`config.mk`:
```
export PLATFORM = sky130hd
export DESIGN_NAME = executor_clear
export DESIGN_NICKNAME = d
export VERILOG_FILES = /design/src/rtl/tetris_pkg.sv /design/src/rtl/executor_clear.sv
export SDC_FILE = /design/constraint.sdc
export NUM_CORES = 1
export LEC_CHECK = 0
export BUFFER_PORTS_ARGS = -buffer_cell sky130_fd_sc_hd__buf_4
export CAP_MARGIN = 20
export CORE_MARGIN = 4
export CORE_UTILIZATION = 25
export DETAILED_ROUTE_END_ITERATION = 10
export PLACE_DENSITY = 0.47
export SYNTH_ARGS = -nofsm -noshare
export SYNTH_HDL_FRONTEND = slang
export SYNTH_SLANG_ARGS = --single-unit
export TNS_END_PERCENT = 1
```
`constraint.sdc`:
```
create_clock -name clk_i -period 2 [get_ports clk_i]
set_clock_uncertainty 0.1 [all_clocks]
set_input_delay 0.4 -clock clk_i [delete_from_list [all_inputs] [get_ports clk_i]]
set_output_delay 0.4 -clock clk_i [all_outputs]
set_load 0.05 [all_outputs]
```
`src/rtl/tetris_pkg.sv`:
```
// Shared types for the playfield executors.
package tetris_pkg;

  typedef enum logic [1:0] {
    eIDLE = 2'd0,
    eSCAN = 2'd1,
    eFILL = 2'd2,
    eDONE = 2'd3
  } exec_clear_state_e;

endpackage

```
`src/rtl/executor_clear.sv`:
```
// Single-pass line-clear executor: compacts surviving rows toward row 0,
// zero-fills the vacated top rows and reports the cleared rows.
module executor_clear
  import tetris_pkg::*;
#(
  parameter  int width_p   = 16,
  parameter  int height_p  = 32,
  localparam int addr_w_lp = $clog2(height_p),
  localparam int cnt_w_lp  = $clog2(height_p + 1)
) (
  input  logic                 clk_i,
  input  logic                 reset_n_i,

  input  logic                 v_i,
  output logic                 ready_o,

  output logic [addr_w_lp-1:0] mm_read_addr_o,
  input  logic [width_p-1:0]   mm_read_data_i,
  output logic [addr_w_lp-1:0] mm_write_addr_o,
  output logic [width_p-1:0]   mm_write_data_o,
  output logic                 mm_write_v_o,

  output logic                 v_o,
  input  logic                 yumi_i,
  output logic [cnt_w_lp-1:0]  clear_count_o,
  output logic [height_p-1:0]  clear_mask_o
);

  localparam logic [addr_w_lp-1:0] last_addr_lp = addr_w_lp'(height_p - 1);

  exec_clear_state_e     state_r, state_n;
  logic [addr_w_lp-1:0]  rd_ptr_r, rd_ptr_n;
  logic [addr_w_lp-1:0]  wr_ptr_r, wr_ptr_n;
  logic [cnt_w_lp-1:0]   count_r, count_n;
  logic [height_p-1:0]   mask_r, mask_n;

  logic row_full;
  assign row_full = &mm_read_data_i;

  // NOTE: state registers use non-blocking assignments so every flop samples
  // the pre-edge values; blocking here would create order-dependent races.
  always_ff @(posedge clk_i or negedge reset_n_i) begin
    if (!reset_n_i) begin
      state_r  <= eIDLE;
      rd_ptr_r <= '0;
      wr_ptr_r <= '0;
      count_r  <= '0;
      mask_r   <= '0;
    end else begin
      state_r  <= state_n;
      rd_ptr_r <= rd_ptr_n;
      wr_ptr_r <= wr_ptr_n;
      count_r  <= count_n;
      mask_r   <= mask_n;
    end
  end

  // NOTE: every signal driven here gets a default first, so no path through
  // the case statement can leave one unassigned and infer a latch.
  always_comb begin
    state_n         = state_r;
    rd_ptr_n        = rd_ptr_r;
    wr_ptr_n        = wr_ptr_r;
    count_n         = count_r;
    mask_n          = mask_r;
    ready_o         = 1'b0;
    v_o             = 1'b0;
    mm_read_addr_o  = '0;
    mm_write_addr_o = '0;
    mm_write_data_o = '0;
    mm_write_v_o    = 1'b0;

    unique case (state_r)
      eIDLE: begin
        ready_o  = 1'b1;
        rd_ptr_n = '0;
        wr_ptr_n = '0;
        count_n  = '0;
        mask_n   = '0;
        if (v_i) state_n = eSCAN;
      end

      eSCAN: begin
        mm_read_addr_o  = rd_ptr_r;
        mm_write_addr_o = wr_ptr_r;
        mm_write_data_o = mm_read_data_i;
        if (row_full) begin
          count_n          = count_r + cnt_w_lp'(1);
          mask_n[rd_ptr_r] = 1'b1;
        end else begin
          // A surviving row already in place needs no copy.
          mm_write_v_o = (wr_ptr_r != rd_ptr_r);
          wr_ptr_n     = wr_ptr_r + addr_w_lp'(1);
        end
        if (rd_ptr_r == last_addr_lp) begin
          state_n = (count_n != '0) ? eFILL : eDONE;
        end else begin
          rd_ptr_n = rd_ptr_r + addr_w_lp'(1);
        end
      end

      eFILL: begin
        mm_write_addr_o = wr_ptr_r;
        mm_write_v_o    = 1'b1;
        wr_ptr_n        = wr_ptr_r + addr_w_lp'(1);
        if (wr_ptr_r == last_addr_lp) state_n = eDONE;
      end

      eDONE: begin
        v_o = 1'b1;
        if (yumi_i) state_n = eIDLE;
      end

      default: state_n = eIDLE;
    endcase
  end

  assign clear_count_o = count_r;
  assign clear_mask_o  = mask_r;

endmodule

```
==> key figures <==
Global route
  – First-pass GRT wire length: 13100 µm
  – Initial antenna violation count: 0
  – Vias in the first global route: 2623
  – Global route overflow: 0
  – GRT Util Overall: 0.124
  – Largest net degree at the start of global routing: 51

Pwr
  – Final Power: about 5 mW
  – Sw Ratio: 0.456
  – Sequential power share: 0.234
  – Clk pwr share: 0.123
  – Leakage power: 2.07 nW
  – NetSw: around 2.3 mW
  – Pwr/cell area: 1200 mW/mm²
  – Maximum vdd ir drop: 0.883 mV
  – Internal power: 2.72 mW
  – Comb pwr share: 0.643

Floorplanning
  – Row count: 38
  – Starting Density: 0.258
  – Die H: between 100 and 150 µm
  – Die area: 0.0130 mm²
  – Io pins: 87
  – Core ar.: 0.0109 mm²
  – Chip width: 114 µm

Clock tree
  – Clock sink count: 50
  – Clk Latency, worst-skew pair: about 310 ps
  – Clk buf depth: 2
  – CTS Root Cell: clkbuf_8
  – Number of CTS-inserted buffers: 5
  – # H-tree levels: 2
  – Worst-path clk slew: about 100 ps
  – CTS tree: yes
  – CTS Hold Bufs: 0

Finish
  – Total Nets Final: approximately 430
  – Fill count: 1110
  – Util after Layout: 0.383
  – Share of cells above drive strength 1: 0.438
  – Area Overhead vs Synth: 48.7%
  – Ant. Diodes: 0

Placement
  – Hpwl dp: 5610 µm
  – Gp weighted congestion: between 0.7 and 0.8
  – PortBufs: 86

Setup path
  – Critical R2R Capture: state_r[0]
  – Worst setup EP type: output port
  – CP max-delay cell: dfrtp_1
  – Crit-path cells: buf_6 -> xor2_2 -> nor3_2 -> a31oi_1 -> a21oi_2 -> nor2_4 -> buf_8
  – Crit path launch type: flip-flop
  – Dominant delay contributor by cell family on the critical path: flip-flops
  – Type of the worst setup path: reg -> out
  – Crit path required time: approximately 1500 ps
  – R2r setup slk: 0 ps
  – Reg2Reg Depth: 8
  – Crit path largest cell delay: 410 ps
  – Worst Path Max Fanout: 2
  – CP arrival: 1590 ps
  – Worst Path Buf+Inv: 2
  – Worst reg2reg path startpoint: state_r[0]

Job
  – Max Cap Violations: 0

STA
  – RSZ-0062 raised after global routing: true
  – Slew headroom: 0.554
  – Final count of hold timing violations: 0
  – Max-slew violation count: 0
  – Final setup vio count: 14
  – Worst slew pin tran: around 670 ps
  – Final worst setup slack: -92.5 ps
  – Period utilization: 1.05
  – Max frequency: 0.478 GHz
  – Post-layout minimum cycle time: ~2100 ps

Synth
  – Top cells by area, synth: dfrtp_1, o21ai_1, and2_1, ha_1, nand2_1
  – Avg Cell Area, Syn: 9.91 µm²
  – Syn Inst Count: 283
  – Most used DFF post-synth: dfrtp_1
  – Mapped Area: 0.00281 mm²
  – Number of synthesized flops with an enable pin: 0
  – Yosys top cell area share: 0.446
  – Seq cells post-synth: 50
  – Mapped Nets: 315
  – Synth warnings: 0
  – Register area share after synthesis: 0.446
  – Netlist cell types: 50
  – Cell taking the most area after synthesis: dfrtp_1
  – FFs w/ async S/R, synth: 1.00

Drt
  – Post-DRT Antenna Nets: 0
  – Wirelength per Cell: 14.5 µm
  – TritonRoute pass-1 iters: 4
  – DRC viols: 0
  – Via/cell ratio: between 4 and 5
  – Via count: between 2000 and 2500
  – Routed wire length: around 7800 µm
  – 1st-iter DRT viols: 77

Min path
  – HP Class: in -> async

Outcome
  – Run status: finished, violations left
  – Failing checks: negative setup slack
==> layout by cell type (no fill, tap or decap), drive strengths merged, types with 7 or more instances in the layout <==
cell type	instances
o21ai	35
buf	119
nand2b	8
nand2	44
xnor2	7
a22o	8
inv	7
and2	30
dfrtp	50
ha	12
==> sequential cells by signal, indices dropped and copies added, names as in the netlist <==
register and flops:
clear_mask_o 32, clear_count_o 6, rd_ptr_r 5, wr_ptr_r 5, state_r 2
==> stage by stage <==
stage | TNS (ps) | hold slack (ps) | instances | cell area, µm² | worst slack [ps]
after detailed placement | -35.3 | 377 | 521 | 3740 | -31.7
after global placement | 0 | 368 | 521 | 3740 | 8.26
after floorplan | -243 | 4.41 | 283 | 2820 | -71.0
final | -206 | 20.6 | 537 | 4170 | -92.5
after CTS | -431 | 40.0 | 535 | 4080 | -174
after global routing | -1940 | 77.4 | 537 | 4170 | -197
==> cell usage after synthesis, types with 5 or more instances <==
| master | count |
|---|---|
| dfrtp_1 | 50 |
| nand2_1 | 39 |
| o21ai_1 | 33 |
| and2_1 | 26 |
| ha_1 | 12 |
| a22o_1 | 8 |
| nand2b_1 | 8 |
| xnor2_1 | 7 |
| clkbuf_1 | 6 |
| inv_1 | 6 |
| nor2_1 | 6 |
| xor2_1 | 6 |
| a21oi_1 | 5 |
| nand2_4 | 5 |
==> layout make-up <==
type	instances	area (µm²)	share of cell area
clock buffers	5	68.8	0.0165
clock inverters	3	21.3	0.00510
inverters	8	30.0	0.00720
multi-input cells	211	1530	0.368
flip-flops and latches	50	1250	0.301
well taps	140	175	0.0420
repair buffers	120	1090	0.261
==> how the worst max path moves through the flow <==
stage,from,cells after the start,slack (ps),to
after floorplan,state_r[1],6,-70,mm_write_data_o[12]
after global placement,mm_read_data_i[14],7,8,mm_write_v_o
after detailed placement,rd_ptr_r[1],8,-30,state_r[0]
after CTS,wr_ptr_r[1],7,-170,mm_write_v_o
after global routing,wr_ptr_r[4],6,-200,mm_write_v_o
final,wr_ptr_r[1],7,-90,mm_write_v_o
==> routing by layer <==
layer,global-route usage,share of wire
met1,0.160,0.44
met2,0.206,0.47
met5,0,0
met3,0.0366,0.083
met4,0.0293,0.0099
==> cells by family after synthesis <==
kind of cell / synth area share
adder cells (fa/ha/maj): 0.0535
buffers and inverters: 0.0477
flip-flops: 0.446
AO/OA/AOI/OAI: 0.136
AND/OR/NAND/NOR: 0.257
XOR/XNOR: 0.0406
multiplexers: 0.0192
==> power groups by stage <==
stage	Clock, mW	Sequential [mW]	Combinational (mW)
5_1_grt	0.681	1.18	3.49
3_5_place_dp	0	1.18	2.65
3_3_place_gp	0	1.18	2.65
6_report	0.615	1.17	3.21
2_1_floorplan	0	1.19	1.81
4_1_cts	0.647	1.15	3.13
==> what timing repair did <==
item	in CTS	in global routing
gates cloned	1	0
resized for setup	48	19
endpoints found under the setup margin	29	30
hold endpoints to repair	0	0
pin swaps	4	3
buffers inserted	5	2
No activity file was read; power rests on OpenSTA's default activity.
